`config.mk`:
```
export PLATFORM = sky130hd
export DESIGN_NAME = task_ctrl_fsm_param
export DESIGN_NICKNAME = d
export VERILOG_FILES = /design/src/rtl/task_ctrl_fsm_param.sv
export SDC_FILE = /design/constraint.sdc
export NUM_CORES = 1
export LEC_CHECK = 0
export CORE_AREA = 2 2 179 181
export CTS_CLUSTER_SIZE = 20
export DETAILED_ROUTE_END_ITERATION = 10
export DIE_AREA = 0 0 181 183
export GPL_TIMING_DRIVEN = 0
export PLACE_DENSITY_LB_ADDON = 0.12
export SYNTH_ARGS = -nofsm -noshare
export SYNTH_HDL_FRONTEND = slang
export SYNTH_SLANG_ARGS = --single-unit
```
`constraint.sdc`:
```
create_clock -name ap_clk -period 6.8 [get_ports ap_clk]
set_input_delay 1.36 -clock ap_clk [delete_from_list [all_inputs] [get_ports ap_clk]]
set_output_delay 1.36 -clock ap_clk [all_outputs]
set_load 0.05 [all_outputs]
```
`src/rtl/task_ctrl_fsm_param.sv`:
```
// Top-level control FSM for a dataflow kernel of NUM_TASKS child tasks: host handshake,
// scalar broadcast, per-child start/done tracking, task mask, done delay and run watchdog.
module task_ctrl_fsm_param #(
    parameter int unsigned NUM_TASKS   = 6,
    parameter int unsigned SCALAR_W    = 64,
    parameter int unsigned NUM_SCALARS = 3,
    parameter int unsigned DELAY_W     = 4,
    parameter int unsigned TIMEOUT_W   = 32
) (
    input  logic                            ap_clk,
    input  logic                            ap_rst_n,
    input  logic                            ap_start,
    output logic                            ap_ready,
    output logic                            ap_done,
    output logic                            ap_idle,
    output logic                            ap_err,
    input  logic [NUM_SCALARS*SCALAR_W-1:0] scalars,
    input  logic [NUM_TASKS-1:0]            task_en,
    input  logic [DELAY_W-1:0]              done_delay,
    input  logic [TIMEOUT_W-1:0]            timeout_limit,
    output logic [NUM_SCALARS*SCALAR_W-1:0] task_scalars,
    output logic [NUM_TASKS-1:0]            task_ap_start,
    input  logic [NUM_TASKS-1:0]            task_ap_ready,
    input  logic [NUM_TASKS-1:0]            task_ap_done,
    input  logic [NUM_TASKS-1:0]            task_ap_idle
);

    localparam int unsigned SCALARS_W = NUM_SCALARS * SCALAR_W;

    localparam logic [1:0] S_IDLE  = 2'd0;
    localparam logic [1:0] S_RUN   = 2'd1;
    localparam logic [1:0] S_DRAIN = 2'd2;
    localparam logic [1:0] S_DONE  = 2'd3;

    localparam logic [1:0] C_IDLE  = 2'b00;
    localparam logic [1:0] C_START = 2'b01;
    localparam logic [1:0] C_RUN   = 2'b11;
    localparam logic [1:0] C_DONE  = 2'b10;

    logic [1:0]           state_q, state_d;
    logic [DELAY_W-1:0]   cnt_q, cnt_d;
    logic [TIMEOUT_W-1:0] wd_q, wd_d;
    logic [DELAY_W-1:0]   delay_q;
    logic [TIMEOUT_W-1:0] limit_q;
    logic [SCALARS_W-1:0] scalars_q;
    logic                 err_q, err_d;
    logic                 done_q, idle_q;
    logic [1:0]           child_q [NUM_TASKS];
    logic [1:0]           child_d [NUM_TASKS];

    logic start_acc;
    logic all_done;
    logic wd_hit;
    logic abort;

    // Child idle is a monitor-only input and deliberately has no effect on control.
    logic unused_idle;
    assign unused_idle = &{1'b0, task_ap_idle};

    assign start_acc = (state_q == S_IDLE) && ap_start;
    assign wd_hit    = (limit_q != '0) && (wd_q == limit_q - TIMEOUT_W'(1));

    always_comb begin
        all_done = 1'b1;
        for (int i = 0; i < NUM_TASKS; i++) begin
            if (child_q[i] != C_DONE) begin
                all_done = 1'b0;
            end
        end
    end

    // Top FSM next-state; watchdog expiry takes priority over all-done.
    always_comb begin
        state_d = state_q;
        cnt_d   = cnt_q;
        wd_d    = wd_q;
        err_d   = err_q;
        abort   = 1'b0;
        case (state_q)
            S_IDLE: begin
                if (ap_start) begin
                    state_d = S_RUN;
                    err_d   = 1'b0;
                    wd_d    = '0;
                end
            end
            S_RUN: begin
                wd_d = (&wd_q) ? wd_q : wd_q + TIMEOUT_W'(1);
                if (wd_hit) begin
                    state_d = S_DONE;
                    err_d   = 1'b1;
                    abort   = 1'b1;
                end else if (all_done) begin
                    state_d = S_DRAIN;
                    cnt_d   = delay_q;
                end
            end
            S_DRAIN: begin
                if (cnt_q == '0) begin
                    state_d = S_DONE;
                end else begin
                    cnt_d = cnt_q - DELAY_W'(1);
                end
            end
            default: begin
                state_d = S_IDLE;
            end
        endcase
    end

    // Per-child next-state; an abort or the top DONE state returns every child to idle.
    always_comb begin
        for (int i = 0; i < NUM_TASKS; i++) begin
            child_d[i] = child_q[i];
            case (child_q[i])
                C_IDLE: begin
                    if (start_acc) begin
                        child_d[i] = task_en[i] ? C_START : C_DONE;
                    end
                end
                C_START: begin
                    if (task_ap_ready[i]) begin
                        child_d[i] = task_ap_done[i] ? C_DONE : C_RUN;
                    end
                end
                C_RUN: begin
                    if (task_ap_done[i]) begin
                        child_d[i] = C_DONE;
                    end
                end
                default: begin
                    child_d[i] = child_q[i];
                end
            endcase
            if (abort || (state_q == S_DONE)) begin
                child_d[i] = C_IDLE;
            end
        end
    end

    always_ff @(posedge ap_clk) begin
        if (!ap_rst_n) begin
            state_q   <= S_IDLE;
            cnt_q     <= '0;
            wd_q      <= '0;
            err_q     <= 1'b0;
            done_q    <= 1'b0;
            idle_q    <= 1'b1;
            delay_q   <= '0;
            limit_q   <= '0;
            scalars_q <= '0;
            for (int i = 0; i < NUM_TASKS; i++) begin
                child_q[i] <= C_IDLE;
            end
        end else begin
            state_q <= state_d;
            cnt_q   <= cnt_d;
            wd_q    <= wd_d;
            err_q   <= err_d;
            done_q  <= (state_d == S_DONE);
            idle_q  <= (state_d == S_IDLE);
            if (start_acc) begin
                delay_q   <= done_delay;
                limit_q   <= timeout_limit;
                scalars_q <= scalars;
            end
            for (int i = 0; i < NUM_TASKS; i++) begin
                child_q[i] <= child_d[i];
            end
        end
    end

    always_comb begin
        for (int i = 0; i < NUM_TASKS; i++) begin
            task_ap_start[i] = (child_q[i] == C_START);
        end
    end

    assign ap_done      = done_q;
    assign ap_ready     = done_q;
    assign ap_idle      = idle_q;
    assign ap_err       = err_q;
    assign task_scalars = scalars_q;

endmodule

```
==> run_results.csv <==
group,metric,value,unit
clock_network,cts_resized,0,
cells_and_area,layout_common_cells,"nand2_1 (492), clkdlybuf4s50_1 (450), dfxtp_1 (281), a21boi_0 (232), clkbuf_1 (103)",
placement,pre_cts_slack,2.56,ns
synth,synth_edf_count,0,
route,vias_per_cell,5.05,
setup_path,endpoint_kind,"register",
cells_and_area,seqCellArea,5630,um^2
cells_and_area,utilization,0.593,
run,maxCapViolCount,0,
clock_network,cts.sinks,281,
timing,max_slew_margin,0.301,
synth,syn-mean-instance-area,8.09,um^2
timing,hold_viol,0,
synth,ys_ff_latch,281,
route,drt-pass1-iter-count,6,
cells_and_area,multi_input_area,6200,um^2
synth,synthArstFlopShare,0,
route,antenna_left,0,
timing,worstMarginPinSlew,1.04,ns
power,power_density,248,nW/um^2
placement,post_dp_cell_area,17300,um^2
clock_network,clock_latency,0.51,ns
clock_network,cts_buffers,34,
synth,ys_seq_area_frac,0.456,
global_routing,grt_pass1_wl,68900,um
timing,finalSetupViolCount,0,
setup_path,crit_type,"reg -> reg",
clock_network,htreeDepth,2,
floorplanning,die_h,183,um
timing,clock_skew,0.0154,ns
synth,synth_warnings,0,
cells_and_area,fin_nets,2270,
setup_path,critical_path_required,7.14,ns
power,cellLeakagePower,6.66,nW
timing,slew_violations,0,
floorplanning,num_rows,65,
power,fin_total_pwr,4.59,mW
status,status,"finished clean",
synth,syn_inst,1525,
floorplanning,core_area,31200,um^2
placement,gpl.final_weighted_congestion,0.907,
timing,rsz0062_at_grt,"no",
clock_network,clockBufferDepth,3,
clock_network,path_clk_slew,0.06,ns
route,drc_errors,0,
route,avgRoutedWirePerCell,18.4,um
cells_and_area,drive_above_1_share,0.0388,
global_routing,grt_util_all_layers,0.265,
synth,synthTopCellsByArea,"dfxtp_1 (46%), nand2_1 (15%), a21boi_0 (14%)",
timing,timing.setup.tns,0,ns
cells_and_area,fin_cells,2443,
placement,port_buffers,450,
clock_network,cts_setup_buffers,0,
clock_network,cts_tree,"yes",
floorplanning,die_area,33100,um^2
synth,synth_top_area_frac,0.456,
synth,synth_area_leader_cell,"dfxtp_1",
global_routing,grt_overflow,0,
power,ir_drop,199,uV
timing,fin_crit_sh,0.626,
setup_path,worst_setup_path_start_kind,"register",
global_routing,grt_max_degree,14,
timing,hold_ws,0.460,ns
timing,max_freq,235,MHz
cells_and_area,syn2layout_area_growth,50.2,%
route,wirelength,45100,um
floorplanning,die_x,181,um
route,vias,12300,
synth,synth_area,12300,um^2
cells_and_area,layout_commonest_cell,"nand2_1",
floorplanning,start_util,0.395,
setup_path,cp_max_fo,10,
synth,ys.flop_type,"dfxtp_1",
synth,ys_types,64,
global_routing,antenna_found_initial,6,
timing,fin_ws,2.54,ns
floorplanning,pin_count,457,
cells_and_area,fin_area,18500,um^2
synth,syn-num-nets,1784,
setup_path,cp.arrival,4.60,ns
clock_network,cts-root-buf,"clkbuf_16",
cells_and_area,fillers,2876,
route,drtIter0Drc,649,
timing,period_needed,4.26,ns
global_routing,first_global_vias,12100,
placement,hpwlAfterDp,35300,um
placement,place_inst,2377,
worst_hold_path,hold_path.class,"reg -> reg",
clock_network,postCtsHoldBufs,0,
==> cells in the mapped netlist (16+ instances only) <==
library cell / n
dfxtp_1: 281
nor2_1: 65
nor4_1: 16
xnor2_1: 37
nand4_1: 21
nand2_1: 492
nand3_1: 27
nor3_1: 24
xor2_1: 29
clkbuf_1: 98
inv_1: 17
a21boi_0: 232
==> where the power goes <==
part | internal, mW | switching (mW)
Clock | 1.17 | 0.712
Sequential | 1.73 | 0.0561
Combinational | 0.376 | 0.543
Total | 3.28 | 1.31
==> state kept, by name, summed over array words and instances (netlist names) <==
register and count:
child_q 12, limit_q 32, state_q 2, ap_err 1, wd_q 32, cnt_q 4, delay_q 4, ap_done 1
ap_idle 1, task_scalars 192
==> worst max-delay path: stages, from the launching register on <==
cell and delay (ns):
dfxtp_1 0.29, clkbuf_1 0.20, inv_1 0.15, ha_1 0.15, buf_2 0.18, or3b_2 0.45, clkbuf_1 0.23, or3_1 0.37
a211oi_2 0.24, a211oi_1 0.10, or4_4 0.50, nor4b_4 0.52, nand2_1 0.21, a21boi_0 0.48
==> routing by layer <==
metal	up-vias	track usage	routed length, um
met3	63	0.0743	3100
met1	5826	0.312	18200
li1	6110	-	-
met2	333	0.475	22800
met5	-	0	27
met4	4	0.0722	980
==> cells by family after synthesis <==
group	after synthesis	synth area share
muxes	4	0.00345
xor gates and xnor gates	66	0.0469
buffers and inverters	129	0.0417
DFF	281	0.456
and+or+nand+nor	726	0.260
adders and majority gates	4	0.00406
AOI/OAI and AO/OA	315	0.188
==> final timing paths <==
check,startpoint,end,slack [ns],cells past startpoint
max,limit_q[0],ap_done,2.54,13
min,task_scalars[153],task_scalars[153],0.46,2
max reg2reg,limit_q[0],ap_done,2.54,13
min reg2reg,task_scalars[153],task_scalars[153],0.46,2
==> layout make-up <==
cell class              count  share of cell area
multi-input cells        1115               0.334
diodes                      6            0.000811
clock buffers              47              0.0535
flip-flops and latches    281               0.304
plain buffers             112              0.0243
well taps                 402              0.0272
repair buffers            450               0.243
inverters                  17             0.00344
clock inverters            13             0.00946
Note: power is estimated with default switching activity, not from simulation.
